[src/rtl/edge_event_capture.sv]
// Per-channel edge detector: synchroniser, glitch filter, registered edge strobe and sticky pending flag.
// Optional per-channel saturating event counters are compiled in with EDGE_EVENT_COUNT_EN.
module edge_event_capture #(
  parameter int CHANNELS    = 4,
  parameter int SYNC_STAGES = 2,
  parameter int FILTER_LEN  = 4,
  parameter int CNT_W       = 8
) (
  input  logic                    clk,
  input  logic                    resetn,
  input  logic [CHANNELS-1:0]     in,
  input  logic [2*CHANNELS-1:0]   mode,
  input  logic [CHANNELS-1:0]     clear,
  output logic [CHANNELS-1:0]     level,
  output logic [CHANNELS-1:0]     pulse,
  output logic [CHANNELS-1:0]     pending,
  output logic                    any_pending
`ifdef EDGE_EVENT_COUNT_EN
  ,
  output logic [CHANNELS*CNT_W-1:0] count
`endif
);

  localparam int FW = (FILTER_LEN > 1) ? $clog2(FILTER_LEN) : 1;
  localparam logic [FW-1:0] FILT_LAST = FW'(FILTER_LEN - 1);

  if (CHANNELS < 1 || CHANNELS > 32 || SYNC_STAGES < 2 || FILTER_LEN < 1 || CNT_W < 1) begin : g_param_err
    $error("edge_event_capture: illegal parameter value");
  end

  // Stage 0 is the newest sample; the last stage feeds the filter.
  logic [SYNC_STAGES-1:0][CHANNELS-1:0] sync_q, sync_d;
  logic [CHANNELS-1:0][FW-1:0]          filt_q, filt_d;
  logic [CHANNELS-1:0]                  level_q, level_d;
  logic [CHANNELS-1:0]                  pulse_q, pulse_d;
  logic [CHANNELS-1:0]                  pending_q, pending_d;
  logic [CHANNELS-1:0]                  sync_last;

  assign sync_last = sync_q[SYNC_STAGES-1];

  always_comb begin
    sync_d    = {sync_q[SYNC_STAGES-2:0], in};
    filt_d    = filt_q;
    level_d   = level_q;
    pulse_d   = '0;
    pending_d = pulse_q | (pending_q & ~clear);
    for (int i = 0; i < CHANNELS; i++) begin
      if (sync_last[i] != level_q[i]) begin
        if (filt_q[i] == FILT_LAST) begin
          filt_d[i]  = '0;
          level_d[i] = sync_last[i];
          // Mode is taken at the accepting edge, so a mode change only affects later acceptances.
          pulse_d[i] = sync_last[i] ? mode[2*i] : mode[2*i+1];
        end else begin
          filt_d[i] = filt_q[i] + FW'(1);
        end
      end else begin
        filt_d[i] = '0;
      end
    end
  end

  always_ff @(posedge clk or negedge resetn) begin
    if (!resetn) begin
      sync_q    <= '0;
      filt_q    <= '0;
      level_q   <= '0;
      pulse_q   <= '0;
      pending_q <= '0;
    end else begin
      sync_q    <= sync_d;
      filt_q    <= filt_d;
      level_q   <= level_d;
      pulse_q   <= pulse_d;
      pending_q <= pending_d;
    end
  end

  assign level       = level_q;
  assign pulse       = pulse_q;
  assign pending     = pending_q;
  assign any_pending = |pending_q;

`ifdef EDGE_EVENT_COUNT_EN
  logic [CHANNELS-1:0][CNT_W-1:0] cnt_q, cnt_d;

  // Clear and a simultaneous event leave exactly that one event counted.
  always_comb begin
    cnt_d = cnt_q;
    for (int i = 0; i < CHANNELS; i++) begin
      if (clear[i]) begin
        cnt_d[i] = pulse_q[i] ? CNT_W'(1) : '0;
      end else if (pulse_q[i] && (cnt_q[i] != '1)) begin
        cnt_d[i] = cnt_q[i] + CNT_W'(1);
      end
    end
  end

  always_ff @(posedge clk or negedge resetn) begin
    if (!resetn) begin
      cnt_q <= '0;
    end else begin
      cnt_q <= cnt_d;
    end
  end

  assign count = cnt_q;
`endif

endmodule

[config.mk]
export PLATFORM = sky130hd
export DESIGN_NAME = edge_event_capture
export DESIGN_NICKNAME = d
export VERILOG_FILES = /design/src/rtl/edge_event_capture.sv
export SDC_FILE = /design/constraint.sdc
export NUM_CORES = 1
export LEC_CHECK = 0
export BUFFER_PORTS_ARGS = -buffer_cell sky130_fd_sc_hd__buf_2
export CAP_MARGIN = 20
export CORE_MARGIN = 5
export CORE_UTILIZATION = 50
export CTS_BUF_LIST = sky130_fd_sc_hd__clkbuf_8
export DETAILED_ROUTE_END_ITERATION = 6
export GPL_ROUTABILITY_DRIVEN = 0
export PLACE_DENSITY = 0.75
export SKIP_CTS_REPAIR_TIMING = 1
export SLEW_MARGIN = 20
export SYNTH_ARGS = -nofsm -noshare
export SYNTH_HDL_FRONTEND = slang
export SYNTH_SLANG_ARGS = --single-unit
[constraint.sdc]
create_clock -name clk -period 1.6 [get_ports clk]
set_input_delay 0.16 -clock clk [delete_from_list [all_inputs] [get_ports clk]]
set_output_delay 0.16 -clock clk [all_outputs]
set_load 0.005 [all_outputs]
After elaboration in Yosys (flattened, before gate mapping)

Cells that the tools add are included.

Bits in registers: 28
Input bits: 18
Output and inout bits: 13
Word-level logic and storage cells: 52

Add/subtract/negate cells: 4
Equal/unequal tests: 8
Mux-type cells: 20
Bitwise operators: 3
Reduce and logical (&&, ||, !) cells: 5

Operator list:

| cell                                                          | number |
|---|---|
| 2-bit 2-to-1 mux                                              | 8 |
| 1-bit 2-to-1 mux                                              | 12 |
| 2-bit by 1-bit adder with 2-bit output, second input constant | 4 |
| 2-bit equality test, second input constant                    | 4 |
| 2-bit AND reduction                                           | 4 |
| 4-bit bitwise AND                                             | 1 |
| 1-bit inequality test                                         | 4 |
| 4-bit NOT                                                     | 1 |
| 4-bit OR                                                      | 1 |
| 4-bit OR reduction                                            | 1 |

Logic depth before layout (Yosys ltp)

Depth after elaboration: 3
Mapped depth: 3
Depth with buffers taken out: 3

Worst setup path after synthesis

No wires, ideal clock.

Path type: reg2out
Start point: reg pending_q[1], in the netlist pending[1]
End point: out any_pending
Arrival: 0.909 ns
Data required time: 1.440 ns
Setup slack: 0.531 ns
Cell stages (with the launch flop): 2
Path buffers: 0
Cell sequence: dfrtp_1 or4_1

Word-level cells in the longest chain between the ends: 1

RTL lines:

| item                     | RTL line | RTL |
|---|---|---|
| start: declaration       | 36       | `logic [CHANNELS-1:0] pending_q, pending_d;` |
| start signal: assignment | 75       | `pending_q <= pending_d;` |
| 4-bit OR reduction       | 82       | `assign any_pending = \|pending_q;` |
| end: declaration         | 17       | `output logic any_pending` |

No other way between the ends.

Worst setup path after layout

Same ends and word-level chain as after synthesis.

==> impl_metrics.yaml <==
run_status:
  outcome: "completed"
worst_setup_path:
  crit_fanout: 3
  critical_path_arrival_ps: 1300
  crit_type: "reg -> out"
  startpoint_type: "register"
  worstSetupEndpointType: "output port"
  worst_ep_required_time_ps: 1440
yosys:
  syn-instance-count: 69
  avgSynthCellArea_um2: 14.7
  synth_cell_types: 12
  ys_seq_elements: 28
  ys_warn_count: 0
  ys_seq_area_frac: 0.691
  synth_nets: 91
  synthesis.area_mm2: 0.00101
global_routing:
  antenna_found_initial: 0
  grt.total_usage: 0.126
  globalRouteOverflowTotal: 0
  grt_pass1_vias: 638
  grt_pass1_wl_mm: 2.63
  grt_max_degree: 29
placement:
  dp.final_hpwl_mm: 1.28
  pre_cts_slack_ps: 438
  numPortBuffers: 30
route:
  drt_iter0_drc: 4
  vias_per_cell: 4.94
  wirelength_mm: 1.70
  dr.pass1.iters: 3
  final_antenna_net_count: 0
  drcViolationCount: 0
  num_vias: 667
  wl_per_cell_um: 12.6
sta:
  worstMarginPinSlew_ps: 589
  drv_slew: 0
  fmax_mhz: 687
  finalHoldViolations: 0
  clock_skew_ps: 5.70
  post-route-period-util: 0.910
  max_slew_margin: 0.607
  fin_ws_ps: 143
  finalSetupViolations: 0
  period_needed_ps: 1460
  grt_setup_unrepaired: "false"
  fin_tns_setup_ps: 0
die:
  die-width_um: 55.1
  coreArea_mm2: 0.00194
  die-area_mm2: 0.00303
  dieHeight_um: 55.1
  io_pins: 31
  num_rows: 16
  initial_core_util: 0.523
cts:
  cts_tree: "built"
  clk_pin_slew_ps: 90
  numCtsBuffers: 3
  clockBufferDepth: 2
  clock_latency_ps: 270
  clkSinkCount: 28
  root_buffer: "clkbuf_8"
  htree_levels: 1
layout:
  nets: 131
  mostFrequentLayoutCell: "buf_2"
  drive_gt1_frac: 0.361
  diodes: 0
  syn2layout_area_growth_pct: 30.1
  final_cell_mix: "buf_2 (30), dfrtp_1 (28), nand4b_1 (8)"
  n_fill_cell: 160
power_and_ir_drop:
  ir_worst_vdd_uv: 915
  p_leak_uw: 0.000725
  power_density_mw_per_mm2: 1490
hold_path:
  worstHoldPathType: "in -> reg"
job:
  drv_cap: 0
[final cells by class]
| class | count | area (um^2) | share of cell area |
|---|---|---|---|
| flip-flops and latches | 28 | 701 | 0.531 |
| multi-input cells | 37 | 299 | 0.227 |
| repair buffers | 35 | 200 | 0.152 |
| clock buffers | 3 | 41.3 | 0.0313 |
| well taps | 27 | 33.8 | 0.0256 |
| clock inverters | 1 | 30.0 | 0.0227 |
| inverters | 4 | 15.0 | 0.0114 |
[state kept, by name (all words and copies together), names as in the netlist]
signal / cells
filt_q: 8
level: 4
pending: 4
pulse: 4
sync_d: 4
sync_last: 4
[power by group]
group | leakage (uW) | internal (uW) | switching [uW]
Sequential | 0.000355 | 870 | 124
Combinational | 0.000335 | 265 | 172
Clock | 0.0000357 | 335 | 204
[stage by stage]
step	area, um^2	instances	util	total power [uW]	hold slack, ps
after global routing	1320	135	0.680	2100	147
after detailed placement	1200	126	0.617	1440	203
after CTS	1270	130	0.654	1990	-101
final	1320	135	0.680	1970	134
after floorplan	1010	69	-	1260	-136
after global placement	1200	126	0.617	1410	187
[logic make-up after synthesis]
family	synth area share
compound gates	0.0308
xor+xnor	0.0345
fa+ha+maj	0.0493
buf+inv	0.0148
flops	0.691
mux	0.0444
simple gates	0.136
[per-layer routing]
layer | share of wire | wire length [um] | vias to the layer above | global-route usage
met3 | 0.066 | 113 | 2 | 0.0322
met5 | 0 | 0 | - | 0
met2 | 0.52 | 892 | 20 | 0.217
met1 | 0.40 | 678 | 323 | 0.144
met4 | 0.0094 | 16 | 0 | 0.0648
li1 | - | - | 322 | -
[path summary, 6_finish.rpt]
path                                 start      endpoint  slack (ps)  depth (start not counted)
min in group asynchronous           resetn     sync_d[5]         430                          2
worst min-delay path               mode[1]      pulse[0]         130                          3
max in group asynchronous           resetn      level[2]         780                          2
worst max-delay path            pending[1]   any_pending         140                          2
worst min register to register   sync_d[5]  sync_last[1]         350                          0
worst max register to register   filt_q[2]      level[1]         540                          2
[worst max-delay path: stages, from the launching register on]
cell and delay [ps]:
dfrtp_1 390, or4_1 500, buf_2 140
[synthesized netlist by cell type]
master	number	share of area
a21o_1	3	0.022
ha_1	4	0.049
nor3_1	4	0.020
xnor2_1	4	0.035
mux2_2	4	0.044
inv_1	4	0.015
dfrtp_1	28	0.69
or4_1	1	0.0074
nand4b_1	8	0.069
nand2_1	4	0.015
a21o_2	1	0.0086
nor2b_1	4	0.025
Note: power is estimated with default switching activity, not from simulation.
